[src/rtl/vga_sync_gen.sv]
// ---------------------------------------------------------------------------
// vga_sync_gen
//
// Free-running VGA raster timing generator. The default timing is 640x480@60
// on a 25.175 MHz pixel clock. It sits directly upstream of the screensaver
// image/animation logic. That logic consumes the coordinate, the active flag
// and the strobes to produce r/g/b. The syncs are routed unchanged to the pads.
//
// Every output is a flop, and all outputs describe the same pixel. The
// registered strobes and syncs are computed from the *next* (x,y), so they
// line up with the registered counters without any skew.
//
// Optional feature macro: VGA_SYNC_GEN_TESTPATTERN_EN
//   defined   : r/g/b carry 64-pixel colour bars (x[6], x[7], x[8]) while
//               active, and 0 otherwise. Use this for monitor bring-up.
//   undefined : r/g/b are tied to 0 and no pattern logic exists. The ports
//               stay, so the top-level wiring is identical in both builds.
//
// Ports:
//   clk          in   1   pixel clock
//   rst_n        in   1   synchronous active-low reset
//   hsync        out  1   horizontal sync, polarity set by SYNC_POL
//   vsync        out  1   vertical sync, polarity set by SYNC_POL
//   active       out  1   1 while x < H_ACTIVE and y < V_ACTIVE
//   x            out  10  pixel column, 0..H_TOTAL-1
//   y            out  10  line, 0..V_TOTAL-1
//   line_start   out  1   1 for the cycle where x == 0
//   frame_start  out  1   1 for the cycle where x == 0 and y == 0
//   frame_cnt    out  8   frame counter, increments on entry to (0,0)
//   r, g, b      out  4   bring-up test pattern (see macro above)
//
// H_TOTAL and V_TOTAL must each be <= 1024.
// ---------------------------------------------------------------------------
module vga_sync_gen #(
  parameter int H_ACTIVE = 640,
  parameter int H_FP     = 16,
  parameter int H_SYNC   = 96,
  parameter int H_BP     = 48,
  parameter int V_ACTIVE = 480,
  parameter int V_FP     = 10,
  parameter int V_SYNC   = 2,
  parameter int V_BP     = 33,
  parameter int SYNC_POL = 0
) (
  input  logic       clk,
  input  logic       rst_n,
  output logic       hsync,
  output logic       vsync,
  output logic       active,
  output logic [9:0] x,
  output logic [9:0] y,
  output logic       line_start,
  output logic       frame_start,
  output logic [7:0] frame_cnt,
  output logic [3:0] r,
  output logic [3:0] g,
  output logic [3:0] b
);

  localparam int H_TOTAL = H_ACTIVE + H_FP + H_SYNC + H_BP;
  localparam int V_TOTAL = V_ACTIVE + V_FP + V_SYNC + V_BP;

  localparam logic [9:0] H_LAST = 10'(H_TOTAL - 1);
  localparam logic [9:0] V_LAST = 10'(V_TOTAL - 1);

  // Window bounds are 11 bits wide so that a sync ending exactly at 1024 does
  // not wrap to zero.
  localparam logic [10:0] H_ACT_END  = 11'(H_ACTIVE);
  localparam logic [10:0] H_SYNC_BEG = 11'(H_ACTIVE + H_FP);
  localparam logic [10:0] H_SYNC_END = 11'(H_ACTIVE + H_FP + H_SYNC);
  localparam logic [10:0] V_ACT_END  = 11'(V_ACTIVE);
  localparam logic [10:0] V_SYNC_BEG = 11'(V_ACTIVE + V_FP);
  localparam logic [10:0] V_SYNC_END = 11'(V_ACTIVE + V_FP + V_SYNC);

  localparam logic SYNC_ON  = (SYNC_POL != 0);
  localparam logic SYNC_OFF = ~SYNC_ON;

  logic [9:0] x_q, x_d;
  logic [9:0] y_q, y_d;
  logic [7:0] frame_cnt_q, frame_cnt_d;
  logic       hsync_q, hsync_d;
  logic       vsync_q, vsync_d;
  logic       active_q, active_d;
  logic       line_start_q, line_start_d;
  logic       frame_start_q, frame_start_d;
  logic       h_wrap, v_wrap;
  logic       hs_window, vs_window;

  // Next raster position and the flags that describe it. The counters use
  // == compares, so any reachable value still wraps cleanly. vsync depends
  // only on y_d, so it can only change on the cycle where x becomes 0.
  always_comb begin
    h_wrap      = (x_q == H_LAST);
    v_wrap      = (y_q == V_LAST);
    x_d         = h_wrap ? 10'd0 : x_q + 10'd1;
    y_d         = y_q;
    frame_cnt_d = frame_cnt_q;
    if (h_wrap) begin
      y_d = v_wrap ? 10'd0 : y_q + 10'd1;
      if (v_wrap) begin
        frame_cnt_d = frame_cnt_q + 8'd1;
      end
    end

    hs_window     = ({1'b0, x_d} >= H_SYNC_BEG) && ({1'b0, x_d} < H_SYNC_END);
    vs_window     = ({1'b0, y_d} >= V_SYNC_BEG) && ({1'b0, y_d} < V_SYNC_END);
    hsync_d       = hs_window ? SYNC_ON : SYNC_OFF;
    vsync_d       = vs_window ? SYNC_ON : SYNC_OFF;
    active_d      = ({1'b0, x_d} < H_ACT_END) && ({1'b0, y_d} < V_ACT_END);
    line_start_d  = (x_d == 10'd0);
    frame_start_d = (x_d == 10'd0) && (y_d == 10'd0);
  end

  // The reset state is the last pixel of a frame. The first edge after
  // release therefore lands on (0,0), with frame_start set and frame_cnt at 1.
  always_ff @(posedge clk) begin
    if (!rst_n) begin
      x_q           <= H_LAST;
      y_q           <= V_LAST;
      frame_cnt_q   <= 8'd0;
      hsync_q       <= SYNC_OFF;
      vsync_q       <= SYNC_OFF;
      active_q      <= 1'b0;
      line_start_q  <= 1'b0;
      frame_start_q <= 1'b0;
    end else begin
      x_q           <= x_d;
      y_q           <= y_d;
      frame_cnt_q   <= frame_cnt_d;
      hsync_q       <= hsync_d;
      vsync_q       <= vsync_d;
      active_q      <= active_d;
      line_start_q  <= line_start_d;
      frame_start_q <= frame_start_d;
    end
  end

  assign x           = x_q;
  assign y           = y_q;
  assign frame_cnt   = frame_cnt_q;
  assign hsync       = hsync_q;
  assign vsync       = vsync_q;
  assign active      = active_q;
  assign line_start  = line_start_q;
  assign frame_start = frame_start_q;

`ifdef VGA_SYNC_GEN_TESTPATTERN_EN
  logic [3:0] r_q, r_d;
  logic [3:0] g_q, g_d;
  logic [3:0] b_q, b_d;

  // The colour bars come from the next x, so they land together with x_q.
  always_comb begin
    r_d = 4'd0;
    g_d = 4'd0;
    b_d = 4'd0;
    if (active_d) begin
      r_d = {4{x_d[6]}};
      g_d = {4{x_d[7]}};
      b_d = {4{x_d[8]}};
    end
  end

  // Pattern registers, cleared with the rest of the raster state.
  always_ff @(posedge clk) begin
    if (!rst_n) begin
      r_q <= 4'd0;
      g_q <= 4'd0;
      b_q <= 4'd0;
    end else begin
      r_q <= r_d;
      g_q <= g_d;
      b_q <= b_d;
    end
  end

  assign r = r_q;
  assign g = g_q;
  assign b = b_q;
`else
  assign r = 4'd0;
  assign g = 4'd0;
  assign b = 4'd0;
`endif

endmodule

[config.mk]
export PLATFORM = sky130hd
export DESIGN_NAME = vga_sync_gen
export DESIGN_NICKNAME = d
export VERILOG_FILES = /design/src/rtl/vga_sync_gen.sv
export SDC_FILE = /design/constraint.sdc
export NUM_CORES = 1
export LEC_CHECK = 0
export BUFFER_PORTS_ARGS = -buffer_cell sky130_fd_sc_hd__buf_2
export CAP_MARGIN = 30
export CORE_MARGIN = 5
export CORE_UTILIZATION = 60
export CTS_BUF_LIST = sky130_fd_sc_hd__clkbuf_4
export DETAILED_ROUTE_END_ITERATION = 8
export PLACE_DENSITY = 0.85
export SETUP_SLACK_MARGIN = 0.2
export SLEW_MARGIN = 20
export SYNTH_ARGS = -nofsm -noshare
export SYNTH_HDL_FRONTEND = slang
export SYNTH_SLANG_ARGS = --single-unit
[constraint.sdc]
create_clock -name clk -period 4.28 [get_ports clk]
set_input_delay 0 -clock clk [delete_from_list [all_inputs] [get_ports clk]]
set_output_delay 0 -clock clk [all_outputs]
set_load 0.005 [all_outputs]
; ---- Word-level counts from Yosys, hierarchy flattened
; Cells that the tools add are included.
[op_classes]
add_sub_neg = 3
n_reduce_logical = 7
n_mux = 5
multipliers = 0
div_mod_pow = 0
n_eq_ne = 2
bitwise = 0
n_lt_le_gt_ge = 6
shift = 0
[ops]
columns = op, n
row1 = $mux W10, 3
row2 = $add A10 B1 Y10 const B, 2
row3 = $eq A10 B10 Y1 const B, 2
row4 = $logic_not A10 Y1, 2
row5 = $lt A10 B10 Y1 const B, 2
row6 = $lt A10 B9 Y1 const B, 2
row7 = $ge A10 B10 Y1 const B, 1
row8 = $ge A10 B9 Y1 const B, 1
row9 = $add A8 B1 Y8 const B, 1
row10 = $logic_and A1 B1 Y1, 4
row11 = $mux W1, 2
row12 = $reduce_and A2 Y1, 1
[totals]
regBits = 33
latchBits = 0
ramBits = 0
in_bits = 2
romBits = 0
n_memories = 0
wordCells = 31

; ---- Logic depth before layout (Yosys ltp)
[depth]
ltp_word = 6
depth_mapped = 9
ltp_nobuf = 7

; ---- Worst setup path before layout
; Ideal clock, no wire load.
[synth_timing]
path_kind = register -> register
start = reg x_q[0] (netlist: x[0])
end = reg vsync_q (netlist: vsync)
t_arrival_ps = 1865
path_slack_ps = 2281
setup_time_ps = 134
period_less_slack_ps = 1999
t_required_ps = 4146
stages_incl_launch_ff = 8
path_cell_list = dfxtp_1 > ha_1 > nand4_1 > nor3_4 > nand3_1 > o21bai_4 > a2111oi_4 > nand4b_1
[synth_between]
elab_chain_len = 5
[synth_lines]
columns = item, line_no
row1 = start: declaration, 78  ; logic [9:0] x_q, x_d;
row2 = start signal: assignment, 118  ; x_q <= H_LAST;
row3 = start signal: assignment, 127  ; x_q <= x_d;
row4 = $eq A10 B10 Y1 *, 93  ; h_wrap = (x_q == H_LAST);
row5 = $mux W10 *, 98  ; if (h_wrap) begin
row6 = $ge A10 B9 Y1 or $lt A10 B9 Y1 (tied branches), 106  ; vs_window = ({1'b0, y_d} >= V_SYNC_BEG) && ({1'b0, y_d} < V_SYNC_END);
row7 = $logic_and A1 B1 Y1 *, 106
row8 = $mux W1 *, 108  ; vsync_d = vs_window ? SYNC_ON : SYNC_OFF;
row9 = end signal: assignment, 131  ; vsync_q <= vsync_d;
row10 = end: declaration, 82  ; logic vsync_q, vsync_d;
; Mark *: on every way between the ends. The rest lies on a longest branch, timed or not.
; A chain may end at the register's enable or synchronous reset.

; ---- Worst setup path after layout
; Ends and elaborated chain as after synthesis.

==> run metrics <==
outcome finished clean; Max Root-Sink Buffers 2; largest net degree at the start of global routing 29; Clock Skew 0.00702 ns; top sig layer met4; area growth from synthesis to layout 8.39%; Min Hold Slack 0.0409 ns; DR WL met2 2.05 mm; Worst-Skew Late Latency 0.33 ns; mux share of post-synthesis cell area 0; Top FF cell, synth dfxtp_1; Rel. slew slack 0.606; worst slew pin tran 0.582 ns; Critical Path AT 2.67 ns; Num CTS Buffers 5; Antenna diodes 0; input/output buffers 34; Max Freq 407 MHz; Max Cap Viol 0; Gates resized, CTS repair 0; Final #Nets 269; Mapped Avg Cell Area 8.39 um^2; most common cell after layout, fill and taps aside buf_2; Post-synth EDFFs 0; Slew Viols, Final 0; sequential element share of the synthesized area 0.328; clock transition at the registers of the reported paths 0.09 ns; vias per cell 5.77; Synth Cell Area 2010 um^2; met1 WL 1.92 mm; unrepaired setup endpoints after global routing no; DRT iter0 DRCs 150; Detailed Place HPWL 3.11 mm; WL/cell 13.9 um; maximum vdd drop 0.360 mV; vias in the first global route 1644; Power, Total 1.19 mW; final cell count without fillers 310; gpl congestion 0.929; Post-Synth XOR/XNOR Area 0.0914; power per standard cell area 546 nW/um^2; Synth Area in Adders 0.0249; CTS tree built; Detailed Routing Iterations Pass 1 4; initial antenna violation count 0; Routed WL 4.30 mm; fillers 303; Initial Util 0.613; Ys Warns 0; Clock Sinks 33; post-CTS setup buffers 0; Fin Setup TNS 0 ns; LEAKAGE 0.880 nW; gr ovfl total 0; worst-path fanout max 17; H-tree levels 2; Die Span Y 67.9 um; Die Width 67.9 um; DP Cell Count 302; crit share post-route 0.574; Die ar. 4610 um^2; vias 1789; first-pass GRT wire length 7.30 mm; storage element area 661 um^2; most frequent cells in the layout buf_2, dfxtp_1, nand2_1; # IOs 47; clk root buf clkbuf_4; CTS hold repair buffers 0; largest family of logic cells by synthesized area simple AND/OR/NAND/NOR gates; Tmin final 2.46 ns; gr usage total 0.206; Cells after Synth 240; Fin. Hold Viols 0; CP required 4.49 ns; DRC 0; DR WL met3 258 um; Final ANT Viol Nets 0; total core area 3280 um^2; critical path type reg -> reg; simple-gate share of the synthesized area 0.310; complex-gate fraction of the synthesized area 0.159; num rows 21; CP Launch Type register; Yosys cell types 48; Async SR Flop Fraction 0; area of the multi-input gates 1220 um^2; synthesized flop and latch total 33; Hold Path Class in -> reg; final-report setup violation count 0; crit end category register; share of cells above drive strength 1 0.189
==> stage by stage <==
step	utilization	setup slack, ns	area [um^2]
2_1_floorplan	-	2.28	2050
3_3_place_gp	0.646	1.92	2120
3_5_place_dp	0.646	1.83	2120
4_1_cts	0.664	1.83	2180
5_1_grt	0.664	1.55	2180
6_report	0.664	1.82	2180
==> layout make-up <==
type	count	area share
multi-input combinational	186	0.560
sequential	33	0.303
timing repair buffer	34	0.0780
clock buffer	8	0.0275
tap	46	0.0264
inverter	3	0.00516
==> layer usage <==
metal  vias to the layer above  track usage
met5                         -            0
met4                         0       0.0769
met3                         8       0.0525
met2                        53        0.338
met1                       839        0.258
li1                        889            -
==> state kept, by name, summed over array words and instances (netlist names) <==
| name | flops |
|---|---|
| active | 1 |
| frame_cnt | 8 |
| frame_start | 1 |
| hsync | 1 |
| line_start | 1 |
| vsync | 1 |
| x | 10 |
| y | 10 |
==> worst paths after layout <==
path	startpoint	endpoint	slack, ns	depth (start not counted)
worst min-delay path	rst_n	x[2]$_SDFF_PN1_	0.04	2
worst min register to register	x[0]$_SDFF_PN1_	x[0]$_SDFF_PN1_	0.53	1
worst max register to register	x[0]$_SDFF_PN1_	vsync$_SDFF_PN1_	1.82	7
worst max-delay path	x[0]$_SDFF_PN1_	vsync$_SDFF_PN1_	1.82	7
==> logic make-up after synthesis <==
kind of cell	after synthesis
and+or+nand+nor	106
AOI/OAI and AO/OA	43
DFF	33
buffers and inverters	32
xor gates and xnor gates	21
adders and majority gates	4
other	1
==> synthesized netlist by cell type (3+ instances only) <==
library cell	count	area share
a21oi_1	6	0.015
and2_1	13	0.040
and3_1	10	0.031
and4_1	3	0.013
buf_2	5	0.012
buf_4	12	0.045
clkbuf_1	12	0.022
dfxtp_1	33	0.33
ha_1	4	0.025
inv_1	3	0.0056
nand2_1	20	0.037
nand2b_1	3	0.0093
nand3_1	13	0.032
nand4_1	10	0.031
nor2_1	7	0.013
nor2b_1	5	0.016
nor3_1	6	0.015
nor3b_1	3	0.011
o211ai_1	5	0.019
o21ai_0	11	0.027
o31ai_1	3	0.011
xnor2_1	15	0.065
xor2_1	6	0.026
==> report_power, final <==
| part | internal [mW] | switching (mW) |
|---|---|---|
| Sequential | 0.359 | 0.104 |
| Combinational | 0.235 | 0.313 |
| Clock | 0.0844 | 0.0966 |
| Total | 0.679 | 0.513 |
==> worst max-delay path: stages, from the launching register on <==
cell       delay [ns]
dfxtp_1          0.37
ha_1             0.25
nand4_1          0.22
nor3_4           0.58
nand3_1          0.17
o21bai_4         0.22
a2111oi_4        0.39
nand4b_1         0.14
(Power assumes the default switching activity.)
